===== config.mk =====
export PLATFORM = sky130hd
export DESIGN_NAME = hazard_controller_flat
export DESIGN_NICKNAME = d
export VERILOG_FILES = /design/src/rtl/hazard_if.sv /design/src/rtl/hazard_controller.sv /design/src/flat_wrapper.sv
export SDC_FILE = /design/constraint.sdc
export NUM_CORES = 1
export LEC_CHECK = 0
export ABC_AREA = 1
export BUFFER_PORTS_ARGS = -buffer_cell sky130_fd_sc_hd__buf_4
export CAP_MARGIN = 20
export CORE_MARGIN = 8
export CORE_UTILIZATION = 39
export DETAILED_ROUTE_END_ITERATION = 12
export REMOVE_ABC_BUFFERS = 1
export SYNTH_ARGS = -nofsm -noshare
export SYNTH_HDL_FRONTEND = slang
export SYNTH_SLANG_ARGS = --single-unit

===== constraint.sdc =====
create_clock -name clk -period 1.8 [get_ports clk]
set_clock_uncertainty 0.05 [all_clocks]
set_input_delay 0.18 -clock clk [delete_from_list [all_inputs] [get_ports clk]]
set_output_delay 0.18 -clock clk [all_outputs]
set_load 0.01 [all_outputs]

===== src/rtl/hazard_if.sv =====
// Hazard controller bus bundle.
// Groups the pipeline-side signals the hazard controller observes and the
// pipeline control signals it drives.
//   ID stage   : id_ra, id_rb, id_rd_src, id_use_a/b/d
//   EXE stage  : ex_rd, ex_rf_en, ex_load, ex_branch_taken
//   MEM stage  : mem_rd, mem_rf_en, mem_req, mem_ready
//   WB stage   : wb_rd, wb_rf_en
//   Controls   : pc_ifid_le, ifid_flush, idex_nop, pipe_freeze, fwd_a/b/d
// modport slave  : the hazard controller view (stage info in, controls out)
// modport master : the pipeline view (stage info out, controls in)
interface hazard_if;
    logic [3:0] id_ra;
    logic [3:0] id_rb;
    logic [3:0] id_rd_src;
    logic       id_use_a;
    logic       id_use_b;
    logic       id_use_d;
    logic [3:0] ex_rd;
    logic       ex_rf_en;
    logic       ex_load;
    logic       ex_branch_taken;
    logic [3:0] mem_rd;
    logic       mem_rf_en;
    logic       mem_req;
    logic       mem_ready;
    logic [3:0] wb_rd;
    logic       wb_rf_en;
    logic       pc_ifid_le;
    logic       ifid_flush;
    logic       idex_nop;
    logic       pipe_freeze;
    logic [1:0] fwd_a;
    logic [1:0] fwd_b;
    logic [1:0] fwd_d;

    modport slave (
        input  id_ra, id_rb, id_rd_src, id_use_a, id_use_b, id_use_d,
        input  ex_rd, ex_rf_en, ex_load, ex_branch_taken,
        input  mem_rd, mem_rf_en, mem_req, mem_ready,
        input  wb_rd, wb_rf_en,
        output pc_ifid_le, ifid_flush, idex_nop, pipe_freeze,
        output fwd_a, fwd_b, fwd_d
    );

    modport master (
        output id_ra, id_rb, id_rd_src, id_use_a, id_use_b, id_use_d,
        output ex_rd, ex_rf_en, ex_load, ex_branch_taken,
        output mem_rd, mem_rf_en, mem_req, mem_ready,
        output wb_rd, wb_rf_en,
        input  pc_ifid_le, ifid_flush, idex_nop, pipe_freeze,
        input  fwd_a, fwd_b, fwd_d
    );
endinterface


===== src/rtl/hazard_controller.sv =====
// Hazard controller for a 5-stage pipeline (IF/ID, ID/EXE, EXE/MEM, MEM/WB).
// Detects load-use hazards, taken-branch flushes and data-memory wait states,
// and drives the pipeline-register enables plus operand forwarding selects.
// Ports:
//   clk        : rising-edge clock
//   reset      : asynchronous active-low reset
//   bus        : hazard_if.slave (stage information in, pipeline controls out)
//   stall_cnt  : saturating count of load-use and mem-wait stall cycles
//   flush_cnt  : saturating count of taken-branch flush events
module hazard_controller #(
    parameter int CNT_W       = 16,
    parameter int BOOT_CYCLES = 2
) (
    input  logic             clk,
    input  logic             reset,
    hazard_if.slave          bus,
    output logic [CNT_W-1:0] stall_cnt,
    output logic [CNT_W-1:0] flush_cnt
);

    typedef enum logic [1:0] {
        ST_BOOT     = 2'd0,
        ST_RUN      = 2'd1,
        ST_MEM_WAIT = 2'd2
    } state_e;

    localparam logic [3:0] BOOT_INIT = 4'(BOOT_CYCLES);

    state_e           state_q, state_d;
    logic [3:0]       boot_cnt_q, boot_cnt_d;
    logic [CNT_W-1:0] stall_cnt_q, stall_cnt_d;
    logic [CNT_W-1:0] flush_cnt_q, flush_cnt_d;

    logic       pc_ifid_le, ifid_flush, idex_nop, pipe_freeze;
    logic [1:0] fwd_a, fwd_b, fwd_d;
    logic [1:0] fwd_a_sel, fwd_b_sel, fwd_d_sel;
    logic       ex_fwd_ok, load_use, mem_wait, run_rules;

    // Saturating increment: holds at all-ones instead of wrapping.
    function automatic logic [CNT_W-1:0] sat_inc(input logic [CNT_W-1:0] v);
        logic [CNT_W-1:0] r;
        if (&v) r = v;
        else    r = v + CNT_W'(1);
        return r;
    endfunction

    // Youngest producer wins: EXE, then MEM, then WB, else register file.
    function automatic logic [1:0] fwd_sel(
        input logic [3:0] src,    input logic use_src,
        input logic [3:0] ex_rd,  input logic ex_ok,
        input logic [3:0] mem_rd, input logic mem_ok,
        input logic [3:0] wb_rd,  input logic wb_ok
    );
        logic [1:0] r;
        r = 2'd0;
        if (use_src) begin
            if (ex_ok && ex_rd == src)        r = 2'd1;
            else if (mem_ok && mem_rd == src) r = 2'd2;
            else if (wb_ok && wb_rd == src)   r = 2'd3;
        end
        return r;
    endfunction

    // A load in EXE has no data yet, so it never forwards; the load-use
    // stall holds the consumer until the load reaches MEM.
    assign ex_fwd_ok = bus.ex_rf_en && !bus.ex_load;

    assign fwd_a_sel = fwd_sel(bus.id_ra, bus.id_use_a, bus.ex_rd, ex_fwd_ok,
                               bus.mem_rd, bus.mem_rf_en, bus.wb_rd, bus.wb_rf_en);
    assign fwd_b_sel = fwd_sel(bus.id_rb, bus.id_use_b, bus.ex_rd, ex_fwd_ok,
                               bus.mem_rd, bus.mem_rf_en, bus.wb_rd, bus.wb_rf_en);
    assign fwd_d_sel = fwd_sel(bus.id_rd_src, bus.id_use_d, bus.ex_rd, ex_fwd_ok,
                               bus.mem_rd, bus.mem_rf_en, bus.wb_rd, bus.wb_rf_en);

    assign load_use = bus.ex_load && bus.ex_rf_en &&
                      ((bus.id_use_a && bus.id_ra     == bus.ex_rd) ||
                       (bus.id_use_b && bus.id_rb     == bus.ex_rd) ||
                       (bus.id_use_d && bus.id_rd_src == bus.ex_rd));

    assign mem_wait = bus.mem_req && !bus.mem_ready;

    always_comb begin
        state_d     = state_q;
        boot_cnt_d  = boot_cnt_q;
        stall_cnt_d = stall_cnt_q;
        flush_cnt_d = flush_cnt_q;
        pc_ifid_le  = 1'b0;
        ifid_flush  = 1'b0;
        idex_nop    = 1'b0;
        pipe_freeze = 1'b0;
        fwd_a       = 2'd0;
        fwd_b       = 2'd0;
        fwd_d       = 2'd0;
        run_rules   = 1'b0;

        case (state_q)
            ST_BOOT: begin
                ifid_flush = 1'b1;
                idex_nop   = 1'b1;
                boot_cnt_d = boot_cnt_q - 4'd1;
                if (boot_cnt_q <= 4'd1) state_d = ST_RUN;
            end
            ST_RUN: begin
                if (mem_wait) begin
                    pipe_freeze = 1'b1;
                    stall_cnt_d = sat_inc(stall_cnt_q);
                    state_d     = ST_MEM_WAIT;
                end else begin
                    run_rules = 1'b1;
                end
            end
            ST_MEM_WAIT: begin
                // The wait persists until mem_ready regardless of mem_req;
                // the completing cycle is evaluated as a normal RUN cycle.
                if (!bus.mem_ready) begin
                    pipe_freeze = 1'b1;
                    stall_cnt_d = sat_inc(stall_cnt_q);
                end else begin
                    run_rules = 1'b1;
                    state_d   = ST_RUN;
                end
            end
            default: begin
                state_d = ST_BOOT;
            end
        endcase

        // Branch outranks load-use: the flushed ID instruction is discarded,
        // so its hazard is moot and the PC loads the branch target.
        if (run_rules) begin
            if (bus.ex_branch_taken) begin
                ifid_flush  = 1'b1;
                idex_nop    = 1'b1;
                pc_ifid_le  = 1'b1;
                flush_cnt_d = sat_inc(flush_cnt_q);
            end else if (load_use) begin
                idex_nop    = 1'b1;
                stall_cnt_d = sat_inc(stall_cnt_q);
            end else begin
                pc_ifid_le  = 1'b1;
            end
        end

        if (state_q != ST_BOOT) begin
            fwd_a = fwd_a_sel;
            fwd_b = fwd_b_sel;
            fwd_d = fwd_d_sel;
        end
    end

    always_ff @(posedge clk or negedge reset) begin
        if (!reset) begin
            state_q     <= ST_BOOT;
            boot_cnt_q  <= BOOT_INIT;
            stall_cnt_q <= '0;
            flush_cnt_q <= '0;
        end else begin
            state_q     <= state_d;
            boot_cnt_q  <= boot_cnt_d;
            stall_cnt_q <= stall_cnt_d;
            flush_cnt_q <= flush_cnt_d;
        end
    end

    assign bus.pc_ifid_le  = pc_ifid_le;
    assign bus.ifid_flush  = ifid_flush;
    assign bus.idex_nop    = idex_nop;
    assign bus.pipe_freeze = pipe_freeze;
    assign bus.fwd_a       = fwd_a;
    assign bus.fwd_b       = fwd_b;
    assign bus.fwd_d       = fwd_d;
    assign stall_cnt       = stall_cnt_q;
    assign flush_cnt       = flush_cnt_q;

endmodule


===== src/flat_wrapper.sv =====
// flat-port wrapper written by rule: the top's interface ports become plain ports
module hazard_controller_flat 
#(
    parameter int CNT_W       = 16,
    parameter int BOOT_CYCLES = 2
)
  (clk, reset, stall_cnt, flush_cnt, bus_id_ra, bus_id_rb, bus_id_rd_src, bus_id_use_a, bus_id_use_b, bus_id_use_d, bus_ex_rd, bus_ex_rf_en, bus_ex_load, bus_ex_branch_taken, bus_mem_rd, bus_mem_rf_en, bus_mem_req, bus_mem_ready, bus_wb_rd, bus_wb_rf_en, bus_pc_ifid_le, bus_ifid_flush, bus_idex_nop, bus_pipe_freeze, bus_fwd_a, bus_fwd_b, bus_fwd_d);
  hazard_if bus_i ();
  input  logic clk;
  input  logic reset;
  output logic [CNT_W-1:0] stall_cnt;
  output logic [CNT_W-1:0] flush_cnt;
  input wire logic [$bits(bus_i.id_ra)-1:0] bus_id_ra;
  input wire logic [$bits(bus_i.id_rb)-1:0] bus_id_rb;
  input wire logic [$bits(bus_i.id_rd_src)-1:0] bus_id_rd_src;
  input wire logic [$bits(bus_i.id_use_a)-1:0] bus_id_use_a;
  input wire logic [$bits(bus_i.id_use_b)-1:0] bus_id_use_b;
  input wire logic [$bits(bus_i.id_use_d)-1:0] bus_id_use_d;
  input wire logic [$bits(bus_i.ex_rd)-1:0] bus_ex_rd;
  input wire logic [$bits(bus_i.ex_rf_en)-1:0] bus_ex_rf_en;
  input wire logic [$bits(bus_i.ex_load)-1:0] bus_ex_load;
  input wire logic [$bits(bus_i.ex_branch_taken)-1:0] bus_ex_branch_taken;
  input wire logic [$bits(bus_i.mem_rd)-1:0] bus_mem_rd;
  input wire logic [$bits(bus_i.mem_rf_en)-1:0] bus_mem_rf_en;
  input wire logic [$bits(bus_i.mem_req)-1:0] bus_mem_req;
  input wire logic [$bits(bus_i.mem_ready)-1:0] bus_mem_ready;
  input wire logic [$bits(bus_i.wb_rd)-1:0] bus_wb_rd;
  input wire logic [$bits(bus_i.wb_rf_en)-1:0] bus_wb_rf_en;
  output wire logic [$bits(bus_i.pc_ifid_le)-1:0] bus_pc_ifid_le;
  output wire logic [$bits(bus_i.ifid_flush)-1:0] bus_ifid_flush;
  output wire logic [$bits(bus_i.idex_nop)-1:0] bus_idex_nop;
  output wire logic [$bits(bus_i.pipe_freeze)-1:0] bus_pipe_freeze;
  output wire logic [$bits(bus_i.fwd_a)-1:0] bus_fwd_a;
  output wire logic [$bits(bus_i.fwd_b)-1:0] bus_fwd_b;
  output wire logic [$bits(bus_i.fwd_d)-1:0] bus_fwd_d;
  assign bus_i.id_ra = bus_id_ra;
  assign bus_i.id_rb = bus_id_rb;
  assign bus_i.id_rd_src = bus_id_rd_src;
  assign bus_i.id_use_a = bus_id_use_a;
  assign bus_i.id_use_b = bus_id_use_b;
  assign bus_i.id_use_d = bus_id_use_d;
  assign bus_i.ex_rd = bus_ex_rd;
  assign bus_i.ex_rf_en = bus_ex_rf_en;
  assign bus_i.ex_load = bus_ex_load;
  assign bus_i.ex_branch_taken = bus_ex_branch_taken;
  assign bus_i.mem_rd = bus_mem_rd;
  assign bus_i.mem_rf_en = bus_mem_rf_en;
  assign bus_i.mem_req = bus_mem_req;
  assign bus_i.mem_ready = bus_mem_ready;
  assign bus_i.wb_rd = bus_wb_rd;
  assign bus_i.wb_rf_en = bus_wb_rf_en;
  assign bus_pc_ifid_le = bus_i.pc_ifid_le;
  assign bus_ifid_flush = bus_i.ifid_flush;
  assign bus_idex_nop = bus_i.idex_nop;
  assign bus_pipe_freeze = bus_i.pipe_freeze;
  assign bus_fwd_a = bus_i.fwd_a;
  assign bus_fwd_b = bus_i.fwd_b;
  assign bus_fwd_d = bus_i.fwd_d;
  hazard_controller #(.CNT_W(CNT_W), .BOOT_CYCLES(BOOT_CYCLES)) u_core (.clk(clk), .reset(reset), .bus(bus_i), .stall_cnt(stall_cnt), .flush_cnt(flush_cnt));
endmodule

After elaboration in Yosys (flattened, before gate mapping)
Cells that the tools add are included.

storage, ports and cells
  logic and storage cells = 93
  output and inout bits = 42
  register bits after elaboration = 38

cells by class
  mux-type cells = 41
  equal/unequal tests = 17
  add/subtract/negate cells = 3
  magnitude comparators = 1
  reduce and logical (&&, ||, !) cells = 26
  bitwise gates (word level) = 1

operators with widths
  cell                     number
  $mux W16                 6
  $eq A4 B4 Y1             12
  $mux W2                  18
  $add A16 B1 Y16 const B  2
  $pmux W16 S2             1
  $reduce_and A16 Y1       2
  $logic_and A1 B1 Y1      16
  $mux W1                  13
  $pmux W2 S3              1
  $reduce_and A3 Y1        2
  $le A4 B1 Y1 const B     1
  $ne A2 B1 Y1 const B     2
  $pmux W1 S2              2
  $sub A4 B1 Y4 const B    1
  $eq A2 B1 Y1 const B     1
  $eq A2 B2 Y1 const B     1
  $logic_not A1 Y1         2
  $logic_not A2 Y1         1
  $logic_or A1 B1 Y1       2
  $ne A2 B2 Y1 const B     1
  $reduce_bool A2 Y1       1
  $not A1 Y1               1

Longest topological paths before layout
Gate-level depths: netlist (run 1).

  depth in word-level cells = 8
  gate-level depth with buffers = 11
  gate-level depth less buffers = 11

Worst setup path before layout (run 1)
OpenSTA, ideal clock, no wires.

  path type = register to register
  start = reg u_core.flush_cnt_q[0] (netlist: u_core.flush_cnt[0])
  end = reg u_core.flush_cnt_q[2] (netlist: u_core.flush_cnt[2])
  setup time = 0.123 ns
  data arrival time = 1.587 ns
  buffers on the path = 1
  data required time = 1.627 ns
  setup slack = 0.040 ns
  period minus slack after synthesis = 1.760 ns
  stages on the path, launching flop included = 10
  cell sequence = dfrtp_1 -> ha_1 -> inv_1 -> nor4_4 -> nand3_2 -> nand2_2 -> inv_4 -> buf_6 -> nand3_1 -> nand2_1

between the ends
  longest elaborated chain between the ends = 3

RTL lines
  item                                                                     RTL line                  source
  start: declaration                                                       hazard_controller.sv:32   logic [CNT_W-1:0] flush_cnt_q, flush_cnt_d;
  start signal: assignment                                                 hazard_controller.sv:161  flush_cnt_q <= flush_cnt_d;
  parallel branches: the longest is 3 deep, another holds $add A16 B1 Y16  -

Parallel ways; which one is timed is not known.
A chain may end at the register's enable or synchronous reset.

Worst setup path in the final report (run 1)
  start = reg u_core.state_q[1]
  end = out bus_idex_nop

between the ends
  longest elaborated chain between the ends = 5

RTL lines
  item                      RTL line                  source
  start: declaration        hazard_controller.sv:29   state_e state_q, state_d;
  start signal: assignment  hazard_controller.sv:158  state_q <= state_d;
  $logic_not A2 Y1          hazard_controller.sv:96   case (state_q)
  $mux W1                   hazard_controller.sv:96
  $mux W1                   hazard_controller.sv:136  end else if (load_use) begin
  $mux W1                   hazard_controller.sv:131  if (bus.ex_branch_taken) begin
  $mux W1 *                 hazard_controller.sv:130  if (run_rules) begin
  end: declaration          flat_wrapper.sv:31        output wire logic [$bits(bus_i.idex_nop)-1:0] bus_idex_nop;

Every way passes the cells marked *; elsewhere a longest branch is shown, timed or not.

==> results of run 1 <==
[synthesized netlist by cell type (all sizes together), types with 2 or more instances]
library cell	n
clkbuf	2
a21oi	17
nand2	134
nor3	11
o21ai	25
nand3	49
buf	5
ha	7
nor4	5
xor2	14
dfrtp	37
a31oi	2
xnor2	11
nor2	34
inv	66
nand4	7
nand3b	2
o22ai	8
[metrics by stage]
step,hold slack (ns),worst slack [ns],utilization [%],TNS [ns],instance area [um^2]
4_1_cts,0.2664,-0.06829,54.09,-0.09407,4158
5_1_grt,0.3170,-0.1563,55.55,-1.546,4270
2_1_floorplan,-0.1656,0.02649,-,0,3020
3_5_place_dp,0.1525,-0.03831,51.53,-0.1043,3961
3_3_place_gp,0.1433,0.04919,51.53,0,3961
6_report,0.2841,-0.05629,55.55,-0.1403,4270
[metal layers]
layer	GRT usage, %	share of wire, %	vias to the layer above
met5	0	0	-
met4	3.976	0.56	0
met3	3.317	4.8	6
met2	28.46	49	77
met1	21.28	46	1552
li1	-	-	1677
[sequential cells by signal, indices dropped and copies added (netlist names)]
signal	count
u_core.boot_cnt_q	4
u_core.flush_cnt	16
u_core.stall_cnt	16
u_core.state_q	2
[path summary, 6_finish.rpt]
path | start | end | cells after the start
min in group asynchronous | reset | u_core.state_q[0]$_DFFE_PN0P_ | 2
hold reg to reg | u_core.boot_cnt_q[3]$_DFFE_PN0P_ | u_core.boot_cnt_q[3]$_DFFE_PN0P_ | 1
hold / removal | bus_ex_branch_taken | u_core.stall_cnt[14]$_DFF_PN0_ | 5
setup / recovery | u_core.state_q[1]$_DFFE_PN0P_ | bus_idex_nop | 8
setup reg to reg | u_core.state_q[1]$_DFFE_PN0P_ | u_core.flush_cnt[3]$_DFFE_PN0P_ | 10
max in group asynchronous | reset | u_core.flush_cnt[14]$_DFFE_PN0P_ | 2
[cells by family (layout without fill, tap and decap cells)]
family,after synthesis,in the layout,synth area share [%]
and+or+nand+nor,247,247,37.48
xor gates and xnor gates,25,25,7.114
adders and majority gates,7,7,2.845
AOI/OAI and AO/OA,58,58,11.63
buffers and inverters,73,188,10.00
DFF,38,38,30.94
[power by group]
group          internal, uW  total, uW  switching (uW)
sequential             1060       1240             177
combinational          1150       2560            1410
clock                   309        638             329
[timing repair]
item,CTS,global route
endpoints found under the hold margin,37,0
gates resized for setup,18,27
hold buffers,1,0
setup endpoints to repair,22,40
pin swaps,3,7
buffers inserted,4,3
gates cloned,0,1
[worst max-delay path, stage by stage (launching register included)]
cell and delay (ns):
dfrtp_1 0.37, inv_2 0.07, ha_4 0.17, o21ai_2 0.06, a21boi_4 0.27, nor2_4 0.07
nand3_1 0.11, nand3_2 0.08, buf_6 0.12
[final cells by class]
type / instances / area share [%]
multi-input combinational: 337 / 45.24
sequential: 38 / 22.30
timing repair buffer: 113 / 21.04
inverter: 66 / 6.094
tap: 102 / 2.989
clock buffer: 6 / 1.934
clock inverter: 2 / 0.2930
timing repair inverter: 1 / 0.1172
==> results.sh, run 1 <==
export IMPL_wl_per_cell_um=14.01
export IMPL_cts_sinks=38
export IMPL_antenna_found_initial=0
export IMPL_yosysTopAreaCell="dfrtp_1"
export IMPL_post_place_cells=648
export IMPL_initialDrtViolationCount=142
export IMPL_cts_tree="done"
export IMPL_finalHoldViolCount=0
export IMPL_async_reset_ff_share_pct=100.0
export IMPL_core_mm2=0.007687
export IMPL_hold_path_class="primary input to flip-flop"
export IMPL_cp_start_kind="flip-flop"
export IMPL_p_leak_uw=0.002217
export IMPL_grt_pass1_vias=3377
export IMPL_vias_per_cell=4.980
export IMPL_fmax_ghz=0.5387
export IMPL_synth_warnings=0
export IMPL_grt_pass1_wl_um=15770
export IMPL_crit_fanout=3
export IMPL_fin_crit_sh_pct=103.1
export IMPL_layout_nets=605
export IMPL_syn_area_mm2=0.003078
export IMPL_layout_drive_gt1_share_pct=33.21
export IMPL_syn_avg_cell_area_um2=6.870
export IMPL_rows=32
export IMPL_crit_type="flip-flop to output pin"
export IMPL_start_util_pct=40.04
export IMPL_slew_viol_final=0
export IMPL_finalSetupViolations=4
export IMPL_power_uw=4442
export IMPL_synth_seq_cells=38
export IMPL_syn_inst=448
export IMPL_grt_start_max_net_pins=39
export IMPL_synth_area_leaders="dfrtp_1 30%, nand2_1 15%, nand3_1 7.3%"
export IMPL_die_area_mm2=0.01099
export IMPL_clk_pin_slew_ns=0.08
export IMPL_reg2reg_setup_slack_ns=-0.02
export IMPL_final_cells=665
export IMPL_grt_ovfl_total=0
export IMPL_worst_pin_slew_ns=0.5196
export IMPL_synth_edff_count=0
export IMPL_fin_crit_ns=1.856
export IMPL_failed_checks="negative setup slack"
export IMPL_crit_required_ns=1.57
export IMPL_ant_nets=0
export IMPL_cts_buffers=5
export IMPL_fin_ws_ns=-0.05629
export IMPL_dr_pass1_iters=4
export IMPL_gr_usage_all_layers_pct=16.75
export IMPL_clock_latency_ns=0.29
export IMPL_irDropWorstVdd_mv=0.5706
export IMPL_yosys_most_used_dff="dfrtp_1"
export IMPL_mostFrequentLayoutCell="nand2_1"
export IMPL_rsz0062_at_grt="yes"
export IMPL_status="finished, violations left"
export IMPL_cts_root_buf="clkbuf_8"
export IMPL_ios=78
export IMPL_slew_headroom_pct=65.36
export IMPL_htree_levels=2
export IMPL_cap_violations=0
export IMPL_multi_input_area_mm2=0.001932
export IMPL_clock_path_buffers=2
export IMPL_dp_hpwl_um=7138
export IMPL_seqCellArea_um2=952.2
export IMPL_yosysUniqueCellTypes=43
export IMPL_num_vias=3312
export IMPL_port_buffers=77
export IMPL_power_density_mw_per_mm2=1040
export IMPL_die_w_um=104.8
export IMPL_ys_seq_area_share_pct=30.93
export IMPL_syn2layout_area_growth_pct=38.74
export IMPL_gp_congestion=0.8776
export IMPL_drc=0
export IMPL_finalWirelength_um=9318
export IMPL_endpoint_kind="output pin"
export IMPL_arrival_ns=1.63
export IMPL_nFillCells=789
export IMPL_dieHeight_um=104.8
export IMPL_final_cell_mix="121 x nand2_1, 104 x buf_4, 49 x inv_1"
export IMPL_n_antenna_cell=0
export IMPL_synth_top_area_share_pct=30.08
Power figures use the tool's default switching activity.
==> inputs of run 2 (changes only) <==
ABC_AREA = not set   (was 1)
CORE_UTILIZATION = 47   (was 39)
PLACE_DENSITY = 0.76   (was not set)
clock period = 1.7 ns   (was 1.8 ns; I/O delays follow)
==> run 2 against run 1 <==
  * The flow still finishes with violations (negative setup slack)
  * First-iteration DRC count up 54%
  * Sequential share of layout area down 0.41 points
  * Final cell count down 20%
  * Worst setup slack worse by 0.46 ns
  * Global-route usage up 4.6 points
  * Critical path type is now flip-flop to flip-flop
  * Critical endpoint is now u_core.stall_cnt[11]$_DFF_PN0_
  * Largest cell class unchanged
  * Largest power group unchanged
  * Highest routed layer unchanged
==> results.sh, run 2 <==
export IMPL_antenna_found_initial=0
export IMPL_synth_common_cells="37 x dfrtp_1, 30 x nand2_1, 30 x xor2_1"
export IMPL_crit_path_top_delay_cell="dfrtp_1"
export IMPL_syn2layout_area_growth_pct=62.55
export IMPL_die_area_mm2=0.008365
export IMPL_worstPathCellList="inv_2 > ha_4 > a21oi_1 > nor3b_2 > buf_4 > a21o_1 > o21a_4 > buf_4 > a32oi_1 > o31ai_1"
export IMPL_grt_start_max_net_pins=39
export IMPL_rsz0062_at_grt="yes"
export IMPL_gr_usage_all_layers_pct=21.37
export IMPL_ys_seq_area_share_pct=35.58
export IMPL_fin_crit_ns=2.218
export IMPL_path_common_cell="buf_4"
export IMPL_ios=78
export IMPL_clock_latency_ns=0.29
export IMPL_start_util_pct=48.60
export IMPL_ant_nets=0
export IMPL_layout_drive_gt1_share_pct=45.57
export IMPL_yosys_most_used_dff="dfrtp_1"
export IMPL_mostFrequentLayoutCell="buf_4"
export IMPL_gp_congestion=0.9617
export IMPL_irDropWorstVdd_mv=1.009
export IMPL_reg2reg_depth=10
export IMPL_synth_warnings=0
export IMPL_p_leak_uw=0.002120
export IMPL_fmax_ghz=0.4508
export IMPL_cts_buffers=5
export IMPL_drc=0
export IMPL_synth_area_leaders="dfrtp_1 35%, xor2_1 9.8%, xnor2_1 7.9%"
export IMPL_power_density_mw_per_mm2=1017
export IMPL_cp_slowest_stage_delay_ns=0.42
export IMPL_num_vias=2962
export IMPL_crit_type="flip-flop to flip-flop"
export IMPL_dieHeight_um=91.46
export IMPL_rows=27
export IMPL_slew_headroom_pct=65.67
export IMPL_hold_path_depth=4
export IMPL_dp_hpwl_um=6690
export IMPL_finalSetupViolations=36
export IMPL_yosysTopAreaCell="dfrtp_1"
export IMPL_port_buffers=77
export IMPL_worst_pin_slew_ns=0.5095
export IMPL_finalHoldViolCount=0
export IMPL_syn_inst=297
export IMPL_dr_pass1_iters=4
export IMPL_async_reset_ff_share_pct=100.0
export IMPL_vias_per_cell=5.536
export IMPL_syn_area_mm2=0.002676
export IMPL_cts_sinks=38
export IMPL_clock_path_buffers=2
export IMPL_hold_path_class="primary input to flip-flop"
export IMPL_final_cell_mix="153 x buf_4, 37 x dfrtp_1, 30 x xor2_1"
export IMPL_yosysUniqueCellTypes=51
export IMPL_whs_endpoint="u_core.flush_cnt[0]$_DFFE_PN0P_"
export IMPL_reg2reg_setup_slack_ns=-0.52
export IMPL_cts_tree="done"
export IMPL_crit_fanout=11
export IMPL_core_mm2=0.005507
export IMPL_fin_ws_ns=-0.5183
export IMPL_hold_ws_ns=0.2896
export IMPL_wl_per_cell_um=17.85
export IMPL_r2r_end="u_core.stall_cnt[11]$_DFF_PN0_"
export IMPL_cp_start_kind="flip-flop"
export IMPL_cap_violations=0
export IMPL_layout_nets=505
export IMPL_slew_viol_final=0
export IMPL_post_synth_top_count_cell="dfrtp_1"
export IMPL_n_antenna_cell=0
export IMPL_die_w_um=91.46
export IMPL_arrival_ns=2.34
export IMPL_synth_seq_cells=38
export IMPL_htree_levels=2
export IMPL_grt_ovfl_total=0
export IMPL_status="finished, violations left"
export IMPL_hold_start="bus_ex_branch_taken"
export IMPL_failed_checks="negative setup slack"
export IMPL_synth_top_area_share_pct=34.60
export IMPL_finalSetupTns_ns=-12.48
export IMPL_syn_avg_cell_area_um2=9.011
export IMPL_grt_pass1_wl_um=14860
export IMPL_fin_crit_sh_pct=130.5
export IMPL_finalWirelength_um=9552
export IMPL_initialDrtViolationCount=219
export IMPL_grt_pass1_vias=3045
export IMPL_cts_root_buf="clkbuf_8"
export IMPL_reg2reg_from="u_core.state_q[1]$_DFFE_PN0P_"
export IMPL_crit_required_ns=1.82
export IMPL_synth_edff_count=0
export IMPL_clk_pin_slew_ns=0.08
export IMPL_endpoint_kind="flip-flop"
## run 2: changes by cell type in the layout (fill, tap and decap cells not counted), sizes merged, moves of 6 or more
cell    delta
buf       +50
nor2      -17
a21oi      -7
nand3     -26
nand2    -104
o22ai      -7
o21ai     -18
a31oi      +8
nand2b     +7
xnor2     +13
and3       +6
xor2      +16
inv       -55
## run 2: power breakdown
part           total (uW)  internal, uW  switching [uW]
combinational        2350          1200            1160
sequential           1140          1040             101
clock                 936           588             348
## run 2: worst max path at each step
stage / startpoint / to / slack (ns) / cells after the start
finish: u_core.state_q[1]$_DFFE_PN0P_ / u_core.stall_cnt[11]$_DFF_PN0_ / -0.52 / 10
global route: u_core.state_q[1]$_DFFE_PN0P_ / u_core.stall_cnt[11]$_DFF_PN0_ / -0.57 / 10
CTS: u_core.state_q[0]$_DFFE_PN0P_ / bus_idex_nop / -0.40 / 8
detailed placement: u_core.state_q[1]$_DFFE_PN0P_ / u_core.stall_cnt[5]$_DFF_PN0_ / -0.43 / 9
global placement: u_core.state_q[1]$_DFFE_PN0P_ / u_core.stall_cnt[4]$_DFF_PN0_ / -0.34 / 9
floorplan: u_core.state_q[1]$_DFFE_PN0P_ / u_core.stall_cnt[9]$_DFF_PN0_ / -0.74 / 7
## run 2: layer usage
| metal | part of all wire (%) | GRT usage, % | up-vias |
|---|---|---|---|
| met2 | 52 | 36.67 | 101 |
| met3 | 5.9 | 4.774 | 18 |
| met1 | 40 | 25.94 | 1456 |
| met5 | 0 | 0 | - |
| met4 | 1.5 | 6.276 | 0 |
| li1 | - | - | 1387 |
## run 2: critical path, delay by kind of cell (launching register included)
family,cells,cell delay [ns]
AO/OA/AOI/OAI,5,0.91
flip-flops,1,0.42
buffers and inverters,3,0.43
adder cells (fa/ha/maj),1,0.19
AND/OR/NAND/NOR,1,0.09
## run 2: cells by family (layout without fill, tap and decap cells)
group | Yosys count | after routing | share of synthesized area (%)
and+or+nand+nor | 123 | 123 | 24.78
DFF | 38 | 38 | 35.58
AOI/OAI and AO/OA | 57 | 57 | 15.52
muxes | 1 | 1 | 0.3740
adders and majority gates | 7 | 7 | 3.272
buffers and inverters | 17 | 183 | 2.805
xor gates and xnor gates | 54 | 54 | 17.67
## run 2: through the flow
step	worst slack (ns)	utilization, %	power [uW]	cell area, um^2	instances
2_1_floorplan	-0.7450	-	2019	2643	291
3_3_place_gp	-0.3450	70.57	2816	3886	515
3_5_place_dp	-0.4296	70.57	2890	3886	515
4_1_cts	-0.3994	75.94	4124	4182	526
5_1_grt	-0.5663	79.00	4640	4350	535
6_report	-0.5183	79.00	4426	4350	535
## run 2: area by class of cell
type / count / area [um^2]
inverter: 11 / 43.79
clock buffer: 5 / 68.82
fill: 350 / 1156
multi-input combinational: 242 / 1853
clock inverter: 3 / 68.82
tap: 72 / 90.09
sequential: 38 / 952.2
timing repair buffer: 164 / 1274
## run 2: timing repair
| item | 4_1_cts | 5_1_grt |
|---|---|---|
| endpoints found under the hold margin | 37 | 0 |
| setup endpoints to repair | 42 | 41 |
| pin swaps | 8 | 17 |
| hold buffers | 1 | 0 |
| resized for setup | 32 | 19 |
| setup buffers | 2 | 9 |
